$ cat src/rtl/pippo_wbmux_fwd_if.sv
// WB-stage bundle between the execution units, the GPR write port and the operand forwarding muxes.
interface pippo_wbmux_fwd_if #(
   parameter int WIDTH = 32,
   parameter int NSRC  = 4,
   parameter int SELW  = 2,
   parameter int AW    = 5
);
   logic                  wb_freeze;
   logic                  wb_flush;
   logic                  wb_valid;
   logic [SELW-1:0]       rfwb_op;
   logic [AW-1:0]         wb_rd;
   logic [NSRC*WIDTH-1:0] muxin;
   logic [WIDTH-1:0]      muxout;
   logic                  gpr_we;
   logic [AW-1:0]         gpr_waddr;
   logic [WIDTH-1:0]      muxreg;
   logic [AW-1:0]         fwd_a_addr;
   logic                  fwd_a_hit;
   logic [WIDTH-1:0]      fwd_a_data;
   logic [AW-1:0]         fwd_b_addr;
   logic                  fwd_b_hit;
   logic [WIDTH-1:0]      fwd_b_data;

   modport master (
      output wb_freeze, wb_flush, wb_valid, rfwb_op, wb_rd, muxin, fwd_a_addr, fwd_b_addr,
      input  muxout, gpr_we, gpr_waddr, muxreg, fwd_a_hit, fwd_a_data, fwd_b_hit, fwd_b_data
   );

   modport slave (
      input  wb_freeze, wb_flush, wb_valid, rfwb_op, wb_rd, muxin, fwd_a_addr, fwd_b_addr,
      output muxout, gpr_we, gpr_waddr, muxreg, fwd_a_hit, fwd_a_data, fwd_b_hit, fwd_b_data
   );
endinterface

$ cat src/rtl/pippo_wbmux_fwd.sv
// Write-back source mux plus a short history of retired results that feeds the operand
// forwarding lookups (live WB stage first, then history newest to oldest).
module pippo_wbmux_fwd #(
   parameter int WIDTH = 32,
   parameter int NSRC  = 4,
   parameter int SELW  = 2,
   parameter int AW    = 5,
   parameter int DEPTH = 2
) (
   input logic               clk,
   input logic               rst,
   pippo_wbmux_fwd_if.slave  bus
);

   logic [WIDTH-1:0] muxout;
   logic             live_we;

   logic             v_q    [DEPTH];
   logic [AW-1:0]    rd_q   [DEPTH];
   logic [WIDTH-1:0] data_q [DEPTH];
   logic             v_d    [DEPTH];
   logic [AW-1:0]    rd_d   [DEPTH];
   logic [WIDTH-1:0] data_d [DEPTH];

   logic [WIDTH:0]   fwd_a;
   logic [WIDTH:0]   fwd_b;

   // Out-of-range selects give zero rather than aliasing onto a real source.
   always_comb begin
      muxout = '0;
      for (int k = 0; k < NSRC; k++) begin
         if (int'(bus.rfwb_op) == k) muxout = bus.muxin[k*WIDTH +: WIDTH];
      end
   end

   assign live_we = bus.wb_valid & ~bus.wb_freeze & ~bus.wb_flush & (bus.wb_rd != '0);

   always_comb begin
      for (int i = 0; i < DEPTH; i++) begin
         v_d[i]    = v_q[i];
         rd_d[i]   = rd_q[i];
         data_d[i] = data_q[i];
      end
      if (bus.wb_flush) begin
         for (int i = 0; i < DEPTH; i++) v_d[i] = 1'b0;
      end else if (!bus.wb_freeze) begin
         for (int i = 1; i < DEPTH; i++) begin
            v_d[i]    = v_q[i-1];
            rd_d[i]   = rd_q[i-1];
            data_d[i] = data_q[i-1];
         end
         v_d[0]    = bus.wb_valid & (bus.wb_rd != '0);
         rd_d[0]   = bus.wb_rd;
         data_d[0] = muxout;
      end
   end

   always_ff @(posedge clk or posedge rst) begin
      if (rst) begin
         for (int i = 0; i < DEPTH; i++) begin
            v_q[i]    <= 1'b0;
            rd_q[i]   <= '0;
            data_q[i] <= '0;
         end
      end else begin
         for (int i = 0; i < DEPTH; i++) begin
            v_q[i]    <= v_d[i];
            rd_q[i]   <= rd_d[i];
            data_q[i] <= data_d[i];
         end
      end
   end

   // Scan oldest to newest so later matches override; x0 is never forwarded.
   function automatic logic [WIDTH:0] lookup(input logic [AW-1:0] addr);
      logic [WIDTH:0] r;
      r = '0;
      for (int i = DEPTH - 1; i >= 0; i--) begin
         if (v_q[i] && (rd_q[i] == addr)) r = {1'b1, data_q[i]};
      end
      if (live_we && (bus.wb_rd == addr)) r = {1'b1, muxout};
      if (addr == '0) r = '0;
      return r;
   endfunction

   always_comb begin
      fwd_a = lookup(bus.fwd_a_addr);
      fwd_b = lookup(bus.fwd_b_addr);
   end

   assign bus.muxout     = muxout;
   assign bus.gpr_we     = live_we;
   assign bus.gpr_waddr  = bus.wb_rd;
   assign bus.muxreg     = data_q[0];
   assign bus.fwd_a_hit  = fwd_a[WIDTH];
   assign bus.fwd_a_data = fwd_a[WIDTH-1:0];
   assign bus.fwd_b_hit  = fwd_b[WIDTH];
   assign bus.fwd_b_data = fwd_b[WIDTH-1:0];

endmodule

$ cat src/flat_wrapper.sv
// flat-port wrapper written by rule: the top's interface ports become plain ports
module pippo_wbmux_fwd_flat 
#(
   parameter int WIDTH = 32,
   parameter int NSRC  = 4,
   parameter int SELW  = 2,
   parameter int AW    = 5,
   parameter int DEPTH = 2
)
  (clk, rst, bus_wb_freeze, bus_wb_flush, bus_wb_valid, bus_rfwb_op, bus_wb_rd, bus_muxin, bus_fwd_a_addr, bus_fwd_b_addr, bus_muxout, bus_gpr_we, bus_gpr_waddr, bus_muxreg, bus_fwd_a_hit, bus_fwd_a_data, bus_fwd_b_hit, bus_fwd_b_data);
  pippo_wbmux_fwd_if #(.WIDTH(WIDTH), .NSRC(NSRC), .SELW(SELW), .AW(AW)) bus_i ();
  input logic clk;
  input logic rst;
  input wire logic [$bits(bus_i.wb_freeze)-1:0] bus_wb_freeze;
  input wire logic [$bits(bus_i.wb_flush)-1:0] bus_wb_flush;
  input wire logic [$bits(bus_i.wb_valid)-1:0] bus_wb_valid;
  input wire logic [$bits(bus_i.rfwb_op)-1:0] bus_rfwb_op;
  input wire logic [$bits(bus_i.wb_rd)-1:0] bus_wb_rd;
  input wire logic [$bits(bus_i.muxin)-1:0] bus_muxin;
  input wire logic [$bits(bus_i.fwd_a_addr)-1:0] bus_fwd_a_addr;
  input wire logic [$bits(bus_i.fwd_b_addr)-1:0] bus_fwd_b_addr;
  output wire logic [$bits(bus_i.muxout)-1:0] bus_muxout;
  output wire logic [$bits(bus_i.gpr_we)-1:0] bus_gpr_we;
  output wire logic [$bits(bus_i.gpr_waddr)-1:0] bus_gpr_waddr;
  output wire logic [$bits(bus_i.muxreg)-1:0] bus_muxreg;
  output wire logic [$bits(bus_i.fwd_a_hit)-1:0] bus_fwd_a_hit;
  output wire logic [$bits(bus_i.fwd_a_data)-1:0] bus_fwd_a_data;
  output wire logic [$bits(bus_i.fwd_b_hit)-1:0] bus_fwd_b_hit;
  output wire logic [$bits(bus_i.fwd_b_data)-1:0] bus_fwd_b_data;
  assign bus_i.wb_freeze = bus_wb_freeze;
  assign bus_i.wb_flush = bus_wb_flush;
  assign bus_i.wb_valid = bus_wb_valid;
  assign bus_i.rfwb_op = bus_rfwb_op;
  assign bus_i.wb_rd = bus_wb_rd;
  assign bus_i.muxin = bus_muxin;
  assign bus_i.fwd_a_addr = bus_fwd_a_addr;
  assign bus_i.fwd_b_addr = bus_fwd_b_addr;
  assign bus_muxout = bus_i.muxout;
  assign bus_gpr_we = bus_i.gpr_we;
  assign bus_gpr_waddr = bus_i.gpr_waddr;
  assign bus_muxreg = bus_i.muxreg;
  assign bus_fwd_a_hit = bus_i.fwd_a_hit;
  assign bus_fwd_a_data = bus_i.fwd_a_data;
  assign bus_fwd_b_hit = bus_i.fwd_b_hit;
  assign bus_fwd_b_data = bus_i.fwd_b_data;
  pippo_wbmux_fwd #(.WIDTH(WIDTH), .NSRC(NSRC), .SELW(SELW), .AW(AW), .DEPTH(DEPTH)) u_core (.clk(clk), .rst(rst), .bus(bus_i));
endmodule
$ cat config.mk
export PLATFORM = sky130hd
export DESIGN_NAME = pippo_wbmux_fwd_flat
export DESIGN_NICKNAME = d
export VERILOG_FILES = /design/src/rtl/pippo_wbmux_fwd_if.sv /design/src/rtl/pippo_wbmux_fwd.sv /design/src/flat_wrapper.sv
export SDC_FILE = /design/constraint.sdc
export NUM_CORES = 1
export LEC_CHECK = 0
export CAP_MARGIN = 0
export CORE_MARGIN = 3
export CORE_UTILIZATION = 38
export CTS_BUF_LIST = sky130_fd_sc_hd__clkbuf_4
export DETAILED_ROUTE_END_ITERATION = 6
export PLACE_DENSITY = 0.79
export SYNTH_ARGS = -nofsm -noshare
export SYNTH_HDL_FRONTEND = slang
export SYNTH_SLANG_ARGS = --single-unit
$ cat constraint.sdc
create_clock -name clk -period 2.6 [get_ports clk]
set_input_delay 0.52 -clock clk [delete_from_list [all_inputs] [get_ports clk]]
set_output_delay 0.52 -clock clk [all_outputs]
set_load 0.02 [all_outputs]
### Word-level counts from Yosys, hierarchy flattened

Cells that the tools add are included.

* word-level logic and storage cells: 47
* bits in read-only memories: 0
* memory bits (writable): 0
* output and inout bits: 136
* bits in registers: 76
* bits in latches: 0
* memories: 0

* add/sub/neg operators: 0
* multiply operators: 0
* muxes and demuxes: 14
* div/mod/pow operators: 0
* magnitude comparators: 0
* bitwise gates (word level): 6
* reduce and logical (&&, ||, !) cells: 11
* equal/unequal tests: 10
* shifts and indexed selects: 0

Operators by type and width (count)
* two-way mux 33 bit: 8
* two-way mux 32 bit: 4
* equality test 5 bit: 6
* logical NOT 5 bit: 2
* logical AND 1 bit: 6
* nonzero test 5 bit: 1
* bitwise AND 1 bit: 4
* equality test 2 bit, second input constant: 2
* two-way mux 2 bit: 2
* equality test 2 x 1 -> 1 bit, second input constant: 1
* logical NOT 2 bit: 1
* inequality test 2 x 1 -> 1 bit, second input constant: 1
* inverter 1 bit: 2
* AND reduction 2 bit: 1

### Longest topological paths before layout

Gate-level depths: netlist (run 1).

* depth in word-level cells: 7
* depth in mapped cells: 7

### Worst setup path before layout (run 1)

Ideal clock, no wire load.

* path type: input to output
* start point: input port bus_wb_rd[0]
* end point: output port bus_fwd_a_data[22]
* path slack: -0.233 ns
* path buffers: 1
* arrival: 2.313 ns
* required time: 2.080 ns
* stages: 6
* cell sequence: or4_1 > o211ai_2 > nor4_2 > or3b_4 > buf_6 > o21ai_1

* word-level cells in the longest chain between the ends: 5
* elaborated cells on any way between the ends: 6
* classes of those cells: eq/ne (1); mux (2); bitwise (1); reduce/logical (2)

Ends and longest elaborated chain
* start, declared: RTL line flat_wrapper.sv:18 `input wire logic [$bits(bus_i.wb_rd)-1:0] bus_wb_rd;`
* nonzero test 5 bit: RTL line pippo_wbmux_fwd.sv:36 `assign live_we = bus.wb_valid & ~bus.wb_freeze & ~bus.wb_flush & (bus.wb_rd != '0);`
* bitwise AND 1 bit: RTL line pippo_wbmux_fwd.sv:36
* logical AND 1 bit (*): RTL line pippo_wbmux_fwd.sv:81 `if (live_we && (bus.wb_rd == addr)) r = {1'b1, muxout};`
* two-way mux 33 bit (*): RTL line pippo_wbmux_fwd.sv:81
* two-way mux 33 bit (*): RTL line pippo_wbmux_fwd.sv:82 `if (addr == '0) r = '0;`
* end, declared: RTL line flat_wrapper.sv:27 `output wire logic [$bits(bus_i.fwd_a_data)-1:0] bus_fwd_a_data;`

Every way passes the cells marked *; elsewhere a longest branch is shown, timed or not.

### Worst setup path in the final report (run 1)

* start point: input port bus_wb_rd[1]
* end point: output port bus_fwd_a_data[8]

The elaborated chain is that of the path after synthesis.

==> flow_metrics.tcl, run 1 <==
set metrics [dict create \
    postLayoutCellArea_um2 10400 \
    die_area_um2 16200 \
    violations "negative setup slack" \
    fin_util_pct 73.4 \
    num_rows 43 \
    fin_crit_ps 3200 \
    syn_inst 511 \
    globalplace.congestion 0.938 \
    clk_latency_ps 440 \
    leakagePower_uw 0.00401 \
    vias 5492 \
    rsz0062_at_grt "true" \
    cts-hold-fix-buffers 0 \
    hpwlAfterDp_mm 15.0 \
    area_delta_synth_final_pct 85.7 \
    clkPwrFrac_pct 16.7 \
    track_usage_pct 26.5 \
    antenna_found_initial 0 \
    clock-sinks 76 \
    syn_avg_cell_area_um2 11.0 \
    drv_cap 0 \
    hold_class "in2reg" \
    routedWlPerCell_um 21.3 \
    p_seq_share_pct 38.7 \
    clockBufferDepth 2 \
    routed_wl_mm 21.7 \
    ys_types 25 \
    synth_seq_cells 76 \
    core_um2 14100 \
    hold_ws_ps 474 \
    start_util_pct 39.6 \
    viasPerCell 5.37 \
    drtIter0Drc 212 \
    yosysSeqAreaShare_pct 34.0 \
    path_max_fanout 7 \
    placed_cell_area_um2 9580 \
    grt_pass1_wl_mm 33.2 \
    switching_power_uw 1650 \
    hold_end "u_core.rd_q[5]" \
    slew_viol_final 0 \
    die_h_um 127 \
    cts_tree "yes" \
    tns_ps -30200 \
    r2r_cells 2 \
    endpoint_kind "primary output" \
    setup_ws_ps -602 \
    p_int_uw 2810 \
    r2r-start "u_core.rd_q[7]" \
    combPwrFrac_pct 44.6 \
    fin_skew_ps 10.6 \
    clock.fmax_ghz 0.312 \
    htree_levels 3 \
    drc 0 \
    overflow 0 \
    cp.arrival_ps 2680 \
    start_kind "input pin" \
    io_pins 286 \
    relSlewSlack_pct 31.0 \
    worst_pin_slew_ps 1030 \
    r2r-end "u_core.rd_q[2]" \
    synth_warnings 0 \
    grt_max_degree 77 \
    total_power_uw 4460 \
    final_nets 987 \
    num_antenna_cells 0 \
    status "finished, violations left" \
    hold_viol 0 \
    final_antenna_net_count 0 \
    syn-cell-area_um2 5600 \
    finalSetupViolCount 66 \
    crit_type "in2out" \
    power_density_nw_per_um2 429 \
    grt_pass1_vias 6029 \
    port-buffer-count 285 \
    switching_share_pct 37.1 \
    die_w_um 127 \
    synth_nets 661 \
    finalCritPeriodShare_pct 123 \
    path_clk_slew_ps 120 \
    cts_buffers 9 \
    max-vdd-ir-drop_mv 0.224 \
    detail_route.first_pass.iterations 4 \
    hold_depth 3 \
    cp.required_ps 2080 \
    clock_tree.root_cell "clkbuf_4" \
    reg2reg_setup_slack_ps 1660 \
    min_from "bus_wb_rd[0]" \
    drive_gt1_share_pct 44.9 \
]
state kept, by name, summed over array words and instances, names as in the netlist:
name	flops
u_core.bus.muxreg	32
u_core.data_q	32
u_core.rd_q	10
u_core.v_q	2
power groups by stage:
stage               registers (µW)  clock network [µW]  logic, µW
floorplan                     1670                   0       1250
detailed placement            1740                   0       1970
global route                  1770                 816       2120
CTS                           1720                 766       1990
global placement              1710                   0       1920
finish                        1730                 744       1990
layer usage:
metal  track usage, %  part of all wire [%]  vias to the layer above
met3             5.98                   6.3                       42
met4             8.83                   2.7                        0
met2             49.2                    54                      213
li1                 -                     -                     2481
met1             29.8                    37                     2756
met5                0                     0                        -
cell type report:
type                    count  area [µm²]
repair buffers            387        4100
multi-input cells         361        4020
fillers                   975        3760
flip-flops and latches     76        1900
well taps                 180         225
clock buffers              10        75.1
clock inverters             6        62.6
inverters                   2        8.76
placed cells by master (no fill, tap or decap), types with 5 or more instances in the layout:
cell type,synthesis,layout
buf_12,0,17
buf_16,0,9
buf_4,37,60
buf_6,6,82
clkbuf_4,0,10
clkdlybuf4s50_1,0,181
dfrtp_1,76,76
dlygate4sd2_1,0,29
mux2_2,74,74
mux2i_1,65,65
mux4_2,32,32
nand2_1,68,63
nand2_2,0,5
nor2_1,8,5
o21ai_4,0,63
xnor2_1,26,25
timing repair:
action | 4_1_cts | 5_1_grt
setup buffers | 28 | 7
endpoints found under the setup margin | 84 | 69
gates cloned | 7 | 0
resized for setup | 478 | 15
pin swaps | 52 | 10
critical path: stages:
cell      delay (ps)
buf_2            110
or4_4            540
o211ai_4         210
buf_6            130
nor4_4            30
or3b_4           430
buf_12           160
buf_16           150
buf_12           130
o21ai_4          120
buf_6            130
through the flow:
step                worst slack (ps)  std cells
global placement               -1230        967
floorplan                       -144        511
CTS                             -615       1018
finish                          -602       1022
global route                    -664       1022
detailed placement             -1270        967
worst max path at each step:
stage	from	endpoint	slack, ps	cells after the start
2_1_floorplan	bus_wb_rd[0]	bus_fwd_b_data[12]	-140	6
3_3_place_gp	bus_wb_rd[0]	bus_fwd_a_data[22]	-1230	8
3_5_place_dp	bus_wb_rd[0]	bus_fwd_a_data[22]	-1270	8
4_1_cts	bus_wb_rd[0]	bus_fwd_b_data[27]	-610	11
5_1_grt	bus_wb_rd[0]	bus_fwd_a_data[8]	-660	11
6_report	bus_wb_rd[1]	bus_fwd_a_data[8]	-600	11
Yosys cell counts:
cell      count  area (µm²)
buf_6         6        67.6
nand3_1       2        10.0
mux2_2       74         833
o21ai_1      64         320
clkbuf_1     24        90.1
o22a_1        2        17.5
buf_4        37         278
a21oi_1       1        5.00
dfrtp_1      76        1900
or4_1         3        22.5
o22ai_1       2        12.5
or3b_4        2        22.5
buf_1         2        7.51
mux4_2       32         721
xor2_1        4        35.0
o21ai_0       1        5.00
nand4_1       4        25.0
xnor2_1      26         228
mux2i_1      65         651
buf_2         3        15.0
inv_1         2        7.51
o211ai_2      1        12.5
nor4_2        2        25.0
nand2_1      68         255
nor2_1        8        30.0
kinds of logic after synthesis:
kind of cell           after synthesis  synth area share, %
multiplexers                       171                 39.4
AO/OA/AOI/OAI                       71                 6.66
flip-flops                          76                 34.0
buffers and inverters               74                 8.31
XOR/XNOR                            30                 4.69
AND/OR/NAND/NOR                     89                 6.97
Power figures use the tool's default switching activity.
==> run 2, diff against run 1 <==
--- a/config.mk
+++ b/config.mk
@@ -10,6 +10,7 @@
 export CORE_UTILIZATION = 38
 export CTS_BUF_LIST = sky130_fd_sc_hd__clkbuf_4
 export DETAILED_ROUTE_END_ITERATION = 6
+export HOLD_SLACK_MARGIN = 0.06
 export PLACE_DENSITY = 0.79
 export SYNTH_ARGS = -nofsm -noshare
 export SYNTH_HDL_FRONTEND = slang
==> results of run 2 <==
The final DEF is identical to that of run 1; final timing and power are the same.
